**src/rtl/ili934x_win_if.sv**
```systemverilog
// ili934x_win_if: request, pixel-stream and item-output bundle of the window writer.
// Solid-fill ports exist only with ILI934X_WIN_FILL_EN.
package ili934x_win_pkg;
  typedef struct packed {
    logic       is_cmd;
    logic [7:0] data;
  } wr_item_t;
endpackage

interface ili934x_win_if;
  import ili934x_win_pkg::*;
  logic        req_valid;
  logic        req_ready;
  logic [8:0]  req_x0;
  logic [8:0]  req_x1;
  logic [8:0]  req_y0;
  logic [8:0]  req_y1;
`ifdef ILI934X_WIN_FILL_EN
  logic        req_fill;
  logic [15:0] fill_color;
`endif
  logic        pix_valid;
  logic        pix_ready;
  logic [15:0] pix_data;
  logic        o_valid;
  logic        o_ready;
  wr_item_t    o_item;
`ifdef ILI934X_WIN_FILL_EN
  modport master (output req_valid, req_x0, req_x1, req_y0, req_y1, req_fill, fill_color, pix_valid, pix_data, o_ready,
                  input req_ready, pix_ready, o_valid, o_item);
  modport slave (input req_valid, req_x0, req_x1, req_y0, req_y1, req_fill, fill_color, pix_valid, pix_data, o_ready,
                 output req_ready, pix_ready, o_valid, o_item);
`else
  modport master (output req_valid, req_x0, req_x1, req_y0, req_y1, pix_valid, pix_data, o_ready,
                  input req_ready, pix_ready, o_valid, o_item);
  modport slave (input req_valid, req_x0, req_x1, req_y0, req_y1, pix_valid, pix_data, o_ready,
                 output req_ready, pix_ready, o_valid, o_item);
`endif
endinterface

```
**src/rtl/ili934x_win_writer.sv**
```systemverilog
// ili934x_win_writer: emits CASET/RASET/RAMWR header then RGB565 pixel bytes for one window write.
// Optional solid-fill mode is enabled by defining ILI934X_WIN_FILL_EN.
module ili934x_win_writer
  import ili934x_win_pkg::*;
#(
  parameter int WIDTH  = 240,
  parameter int HEIGHT = 320
) (
  input  logic         clk,
  input  logic         rst_n,
  ili934x_win_if.slave bus,
  output logic         busy,
  output logic         done,
  output logic         err
);
  localparam logic [8:0] W_LIM = 9'(WIDTH);
  localparam logic [8:0] H_LIM = 9'(HEIGHT);
  typedef enum logic [1:0] {IDLE, HDR, PIX_HI, PIX_LO} state_t;
  state_t      state, state_n;
  logic [8:0]  x0, x1, y0, y1, w, h;
  logic [16:0] cnt, cnt_n;
  logic [3:0]  idx, idx_n;
  logic [7:0]  lo, lo_n;
  logic        ov_n, done_n, err_n, slot, accept, bad, pix_go, fill_q;
  logic [15:0] pix, color_q;
  wr_item_t    item_n;
  wr_item_t    hdr [11];
  assign slot = !bus.o_valid || bus.o_ready;
  assign accept = bus.req_valid && bus.req_ready;
  assign bad = bus.req_x1 < bus.req_x0 || bus.req_y1 < bus.req_y0 || bus.req_x1 >= W_LIM || bus.req_y1 >= H_LIM;
  assign w = bus.req_x1 - bus.req_x0 + 9'd1;
  assign h = bus.req_y1 - bus.req_y0 + 9'd1;
  assign bus.req_ready = rst_n && state == IDLE;
  assign bus.pix_ready = state == PIX_HI && slot && !fill_q;
  assign pix_go = state == PIX_HI && slot && (fill_q || bus.pix_valid);
  assign pix = fill_q ? color_q : bus.pix_data;
  assign busy = state != IDLE;
  // Entry 0 is loaded straight from IDLE so the first command appears one cycle after accept.
  assign hdr = '{9'h12A, {8'd0, x0[8]}, {1'b0, x0[7:0]}, {8'd0, x1[8]}, {1'b0, x1[7:0]},
                 9'h12B, {8'd0, y0[8]}, {1'b0, y0[7:0]}, {8'd0, y1[8]}, {1'b0, y1[7:0]}, 9'h12C};
  always_comb begin
    state_n = state;
    idx_n = idx;
    cnt_n = cnt;
    lo_n = lo;
    ov_n = bus.o_valid && !bus.o_ready;
    item_n = bus.o_item;
    done_n = 1'b0;
    err_n = 1'b0;
    case (state)
      IDLE: if (accept) begin
        err_n = bad;
        if (!bad) begin
          state_n = HDR;
          idx_n = 4'd1;
          cnt_n = {8'd0, w} * {8'd0, h};
          ov_n = 1'b1;
          item_n = 9'h12A;
        end
      end
      HDR: if (slot) begin
        ov_n = 1'b1;
        item_n = hdr[idx];
        idx_n = idx + 4'd1;
        state_n = idx == 4'd10 ? PIX_HI : HDR;
      end
      PIX_HI: if (pix_go) begin
        ov_n = 1'b1;
        item_n = {1'b0, pix[15:8]};
        lo_n = pix[7:0];
        state_n = PIX_LO;
      end
      PIX_LO:
        // A zero count means the final low byte is in the slot; finish once it is taken.
        if (cnt == 17'd0) begin
          state_n = bus.o_ready ? IDLE : PIX_LO;
          done_n = bus.o_ready;
        end else if (slot) begin
          ov_n = 1'b1;
          item_n = {1'b0, lo};
          cnt_n = cnt - 17'd1;
          state_n = cnt == 17'd1 ? PIX_LO : PIX_HI;
        end
      default: state_n = IDLE;
    endcase
  end
  always_ff @(posedge clk or negedge rst_n)
    if (!rst_n) begin
      state <= IDLE;
      idx <= '0;
      cnt <= '0;
      lo <= '0;
      {x0, x1, y0, y1} <= '0;
      bus.o_valid <= 1'b0;
      bus.o_item <= '0;
      done <= 1'b0;
      err <= 1'b0;
    end else begin
      state <= state_n;
      idx <= idx_n;
      cnt <= cnt_n;
      lo <= lo_n;
      bus.o_valid <= ov_n;
      bus.o_item <= item_n;
      done <= done_n;
      err <= err_n;
      if (accept) {x0, x1, y0, y1} <= {bus.req_x0, bus.req_x1, bus.req_y0, bus.req_y1};
    end
`ifdef ILI934X_WIN_FILL_EN
  always_ff @(posedge clk or negedge rst_n)
    if (!rst_n) {fill_q, color_q} <= '0;
    else if (accept) {fill_q, color_q} <= {bus.req_fill, bus.fill_color};
`else
  assign fill_q = 1'b0;
  assign color_q = 16'h0000;
`endif
endmodule

```
**src/flat_wrapper.sv**
```systemverilog
// flat-port wrapper written by rule: the top's interface ports become plain ports
module ili934x_win_writer_flat import ili934x_win_pkg::*;
#(
  parameter int WIDTH  = 240,
  parameter int HEIGHT = 320
)
  (clk, rst_n, busy, done, err, bus_req_valid, bus_req_x0, bus_req_x1, bus_req_y0, bus_req_y1, bus_pix_valid, bus_pix_data, bus_o_ready, bus_req_ready, bus_pix_ready, bus_o_valid, bus_o_item);
  ili934x_win_if bus_i ();
  input  logic clk;
  input  logic rst_n;
  output logic busy;
  output logic done;
  output logic err;
  input wire logic [$bits(bus_i.req_valid)-1:0] bus_req_valid;
  input wire logic [$bits(bus_i.req_x0)-1:0] bus_req_x0;
  input wire logic [$bits(bus_i.req_x1)-1:0] bus_req_x1;
  input wire logic [$bits(bus_i.req_y0)-1:0] bus_req_y0;
  input wire logic [$bits(bus_i.req_y1)-1:0] bus_req_y1;
  input wire logic [$bits(bus_i.pix_valid)-1:0] bus_pix_valid;
  input wire logic [$bits(bus_i.pix_data)-1:0] bus_pix_data;
  input wire logic [$bits(bus_i.o_ready)-1:0] bus_o_ready;
  output wire logic [$bits(bus_i.req_ready)-1:0] bus_req_ready;
  output wire logic [$bits(bus_i.pix_ready)-1:0] bus_pix_ready;
  output wire logic [$bits(bus_i.o_valid)-1:0] bus_o_valid;
  output wire logic [$bits(bus_i.o_item)-1:0] bus_o_item;
  assign bus_i.req_valid = bus_req_valid;
  assign bus_i.req_x0 = bus_req_x0;
  assign bus_i.req_x1 = bus_req_x1;
  assign bus_i.req_y0 = bus_req_y0;
  assign bus_i.req_y1 = bus_req_y1;
  assign bus_i.pix_valid = bus_pix_valid;
  assign bus_i.pix_data = bus_pix_data;
  assign bus_i.o_ready = bus_o_ready;
  assign bus_req_ready = bus_i.req_ready;
  assign bus_pix_ready = bus_i.pix_ready;
  assign bus_o_valid = bus_i.o_valid;
  assign bus_o_item = bus_i.o_item;
  ili934x_win_writer #(.WIDTH(WIDTH), .HEIGHT(HEIGHT)) u_core (.clk(clk), .rst_n(rst_n), .bus(bus_i), .busy(busy), .done(done), .err(err));
endmodule
```
**config.mk**
```make
export PLATFORM = sky130hd
export DESIGN_NAME = ili934x_win_writer_flat
export DESIGN_NICKNAME = d
export VERILOG_FILES = /design/src/rtl/ili934x_win_if.sv /design/src/rtl/ili934x_win_writer.sv /design/src/flat_wrapper.sv
export SDC_FILE = /design/constraint.sdc
export NUM_CORES = 1
export LEC_CHECK = 0
export ABC_CLOCK_PERIOD_IN_PS = 3100
export CORE_MARGIN = 3
export CORE_UTILIZATION = 45
export CTS_BUF_LIST = sky130_fd_sc_hd__clkbuf_4 sky130_fd_sc_hd__clkbuf_8 sky130_fd_sc_hd__clkbuf_16
export DETAILED_ROUTE_END_ITERATION = 8
export GPL_ROUTABILITY_DRIVEN = 1
export SYNTH_ARGS = -nofsm -noshare
export SYNTH_HDL_FRONTEND = slang
export SYNTH_SLANG_ARGS = --single-unit
```
**constraint.sdc**
```tcl
create_clock -name clk -period 3.1 [get_ports clk]
set_clock_uncertainty 0.2 [all_clocks]
set_input_delay 0.62 -clock clk [delete_from_list [all_inputs] [get_ports clk]]
set_output_delay 0.62 -clock clk [all_outputs]
set_load 0.02 [all_outputs]
```
Word-level counts from Yosys, hierarchy flattened
Cells that the tools add are included.
Operators by class
  add/sub/neg operators: 6
  multipliers: 1
  order comparisons: 5
  equal/unequal tests: 12
  mux-type cells: 39
  bitwise gates (word level): 1
  reduce and logical (&&, ||, !) cells: 21
Operators by type and width (number)
  9-bit 2-to-1 mux: 8
  17-bit 2-to-1 mux: 4
  9-bit binary-select mux with 4-bit select: 1
  9-bit case mux with 4 select lines: 1
  17-bit case mux with 2 select lines: 1
  9-bit by 1-bit adder with 9-bit output (second input constant): 2
  9-bit less-than comparator: 2
  9-bit subtractor: 2
  17-bit by 1-bit equality test with 1-bit output (second input constant): 1
  17-bit logical NOT: 1
  9-bit by 9-bit multiplier with 17-bit output: 1
  17-bit by 1-bit subtractor with 17-bit output (second input constant): 1
  2-bit 2-to-1 mux: 8
  4-bit 2-to-1 mux: 3
  1-bit 2-to-1 mux: 10
  5-bit AND reduction: 2
  9-bit by 8-bit >= comparator with 1-bit output (second input constant): 1
  9-bit >= comparator (second input constant): 1
  2-bit by 1-bit != test with 1-bit output (second input constant): 4
  2-bit case mux with 4 select lines: 1
  4-bit case mux with 2 select lines: 1
  6-bit AND reduction: 1
  2-bit nonzero test: 3
  5-bit >= comparator (second input constant): 1
  other kinds (14): 24
Word-level totals
  register bits after elaboration: 79
  bits of input ports: 57
  output and inout bits: 15

Longest topological paths before layout
  depth in word-level cells: 7
  depth in mapped cells: 29
  gate-level depth less buffers: 29

Worst setup path after synthesis
Ideal clock, no wire load.
  path type: input -> register
  start: input port bus_req_y1[1]
  end: register u_core.cnt[16]
  setup time: 0.137 ns
  arrival time: 6.119 ns
  required time: 2.763 ns
  setup slack: -3.357 ns
  stages on the path: 27
  buffers on the path: 0
  cell sequence: inv_1 -> ha_1 -> inv_1 -> ha_1 -> inv_1 -> fa_1 -> nor2b_1 -> o21ai_0 -> nand2b_1 -> a21oi_1 -> o21ba_2 -> xor2_1 -> nor2_1 -> fa_1 -> fa_1 -> fa_1 -> inv_1 -> fa_1 -> inv_1 -> ha_1 -> a21o_1 -> o2111a_1 -> o31ai_1 -> a21oi_1 -> xnor2_1 -> xnor2_1 -> o21ai_0
On the way
  word-level cells in the longest chain between the ends: 6
RTL lines
  from (decl): RTL line flat_wrapper.sv:18  | input wire logic [$bits(bus_i.req_y1)-1:0] bus_req_y1;
  9-bit subtractor or 9-bit less-than comparator (tied branches): RTL line ili934x_win_writer.sv:32, ili934x_win_writer.sv:30
  9-bit by 1-bit adder with 9-bit output or 1-bit logical OR (tied branches): RTL line ili934x_win_writer.sv:32, ili934x_win_writer.sv:30
  9-bit by 9-bit multiplier with 17-bit output or 1-bit logical OR (tied branches): RTL line ili934x_win_writer.sv:56, ili934x_win_writer.sv:30
  17-bit 2-to-1 mux or 1-bit logical OR (tied branches): RTL line ili934x_win_writer.sv:53, ili934x_win_writer.sv:30
  17-bit 2-to-1 mux or 2-bit != test (tied branches)
  17-bit case mux with 2 select lines or 5-bit AND reduction (tied branches)
  to (signal assigned): RTL line ili934x_win_writer.sv:101  | cnt <= cnt_n;
  to (decl): RTL line ili934x_win_writer.sv:21  | logic [16:0] cnt, cnt_n;
Parallel ways exist; a longest one is shown, timed or not. The select of a mux whose other input is x is not followed.
A chain may end at the register's enable or synchronous reset.

Final worst setup path
  start: input port bus_req_y1[2]
  end: register u_core.cnt[13]
Same word-level chain as after synthesis.

==> results.md <==
- Fmax achieved: 168.5 MHz
- CP Max Fanout: 4
- Cell family with most CP delay: adder cells
- TritonRoute pass-1 iters: 5
- CP max stage delay: 540 ps
- Worst skew pair latency: 350 ps
- Sequential cell area fraction in the yosys report: 24.95%
- Most frequent CP cell: fa_1
- Worst Setup End Kind: register
- Fin cells: 1296
- Yosys warning count: 0
- Status: finished, violations left
- DIE WIDTH: 138.7 um
- DR vias: 7019
- Share of layout cells above drive strength 1: 39.68%
- Initial antenna violation count: 0
- Num CTS Buffers: 9
- WL final: 23.62 mm
- Crit path launch type: primary input
- Height of the die: 138.7 um
- Final Hold Fails: 0
- Commonest non-fill, non-tap cell in the layout: buf_4
- Vias in the first global route: 7479
- Fill cell count: 1361
- Number of core rows: 47
- Area share of the largest cell type after synthesis: 24.95%
- Slowest cell on the critical path: fa_1
- CTS Buffer Depth: 2
- GR Util All Layers: 24.57%
- Gr ovfl total: 0
- Io pins: 72
- Final setup viols: 14
- Nets@finish: 1263
- Async SR Flop Fraction: 100.0%
- Port Buffers: 71
- DRC Markers: 0
- Area Overhead vs Synth: 43.41%
- Worst path required time: 3160 ps
- Max Cap Viol: 0
- Most frequent cells in the layout: buf_4 (155), inv_1 (89), dfrtp_1 (79)
- Gate Count Post-Synth: 847
- Tmin final: 5934 ps
- Post-route setup slack: -2834 ps
- Hold_buf cts: 0
- Largest net degree at the start of global routing: 52
- Placed insts: 1259
- Mapped Nets: 1039
- Clock sink total: 79
- Max H-tree Level: 3
- Register area: 0.001977 mm2
- Area contributors post-synth: dfrtp_1 (25%), fa_1 (14%), ha_1 (12%)
- WL/cell: 18.23 um
- Pre-CTS setup slack: -3704 ps
- First-pass GRT wire length: 38.18 mm
- Failing checks: setup timing
- Post-synth top area cell: dfrtp_1
- Area after DPL: 0.01021 mm2
- Non-Filler Cell Area, Final: 0.01136 mm2
- Routed Antenna Nets: 0
- RSZ-0062 raised after global routing: true
- Ant diodes: 0
- Stages on the worst setup path: 26
- Clk root buf: clkbuf_16
- Final count of pins violating max slew: 0
- Seq cells post-synth: 79
- Worst relative slew slack: 36.98%
- Multi-input gate area: 0.006284 mm2
- Crit path buf inv count: 6
- Primary FF master, synth: dfrtp_1
- Reg clk slew, reported paths: 70 ps
- Avg Inst Size Synth: 9.355 um2
- Final Wtd Congestion: 0.8754
- Core ar.: 0.01688 mm2
- Post-Syn Area: 0.007924 mm2
- Hpwl dp: 18.35 mm
- Worst-Margin Slew: 938.1 ps
- Crit share post-route: 191.4%
- CP Class: in2reg
- Initial DRC Count: 350
- Arr. time, crit path: 6000 ps
- CTS tree: done
- Die ar.: 0.01924 mm2
- Hold WS: 129.9 ps
- Yosys cell types: 69
- Vias/cell: 5.416
- Post-synth EDFFs: 0
- Initial Util: 46.95%
- Worst Reg-to-Reg Cells: 7
- Hold Crit Class: in2async
-- layout make-up --
class / count / share of cell area, %
multi-input cells: 615 / 55.30
repair buffers: 241 / 17.94
flip-flops and latches: 79 / 17.40
inverters: 125 / 4.283
well taps: 220 / 2.422
clock buffers: 9 / 1.982
clock inverters: 7 / 0.6827
-- routing by layer --
| metal | global-route usage [%] | share of wire, % |
|---|---|---|
| met3 | 3.069 | 3.6 |
| met1 | 31.30 | 42 |
| met2 | 43.45 | 52 |
| met4 | 8.084 | 2.7 |
| met5 | 0 | 0 |
-- flip-flops by register name (all words and copies together) (netlist names) --
name                cells
u_core.y0               9
u_core.done             1
u_core.lo               8
u_core.y1               9
u_core.x1               9
u_core.bus.o_item       9
u_core.x0               9
u_core.state            2
u_core.cnt             17
u_core.bus.o_valid      1
u_core.idx              4
u_core.err              1
-- metrics by stage --
step | util (%) | setup TNS (ps)
finish | 67.33 | -32920
global route | 67.33 | -35250
CTS | 65.84 | -33040
detailed placement | 60.48 | -51460
global placement | 60.48 | -49950
floorplan | - | -32110
-- cell families after synthesis --
logic type | count (synthesis) | share of synthesized area, %
XOR/XNOR | 36 | 4.074
AO/OA/AOI/OAI | 170 | 14.32
multiplexers | 63 | 9.174
flip-flops | 79 | 24.95
buffers and inverters | 153 | 7.453
adder cells (fa/ha/maj) | 135 | 26.72
AND/OR/NAND/NOR | 211 | 13.31
-- cell usage after synthesis (all sizes together) (3+ instances only) --
cell,n
a211oi,5
o22ai,8
a31oi,9
fa,57
or3,5
nor4,4
nand2b,19
inv,125
a22oi,10
or2,5
nor2,77
o211ai,5
and2,6
clkbuf,17
o21ai,45
nand4,3
buf,11
a21oi,43
o211a,3
xnor2,21
mux2,53
nand3,5
ha,78
o31ai,5
nand2,41
dfrtp,79
and3,8
mux2i,10
xor2,15
nor3,20
nor2b,10
a21o,7
a22o,6
o2111ai,3
o22a,3
-- repair_timing --
item / in CTS / in global routing
setup endpoints to repair: 16 / 15
pin swaps: 94 / 63
gates resized for setup: 170 / 65
hold endpoints to repair: 0 / 0
buffers inserted: 17 / 6
-- path summary, 6_finish.rpt --
kind,start,endpoint,slack (ps)
worst max-delay path,bus_req_y1[2],u_core.cnt[13],-2830
max in group asynchronous,rst_n,u_core.x1[5],2010
worst min register to register,u_core.y1[4],u_core.y1[4],310
worst min-delay path,rst_n,u_core.cnt[3],130
min in group clk,u_core.y1[4],u_core.y1[4],310
worst max register to register,u_core.cnt[3],u_core.bus.o_item[0],530
Power is left out: the tool's default activity adds up to more than one toggle a clock period on the data nets, which glitch-free logic cannot reach.
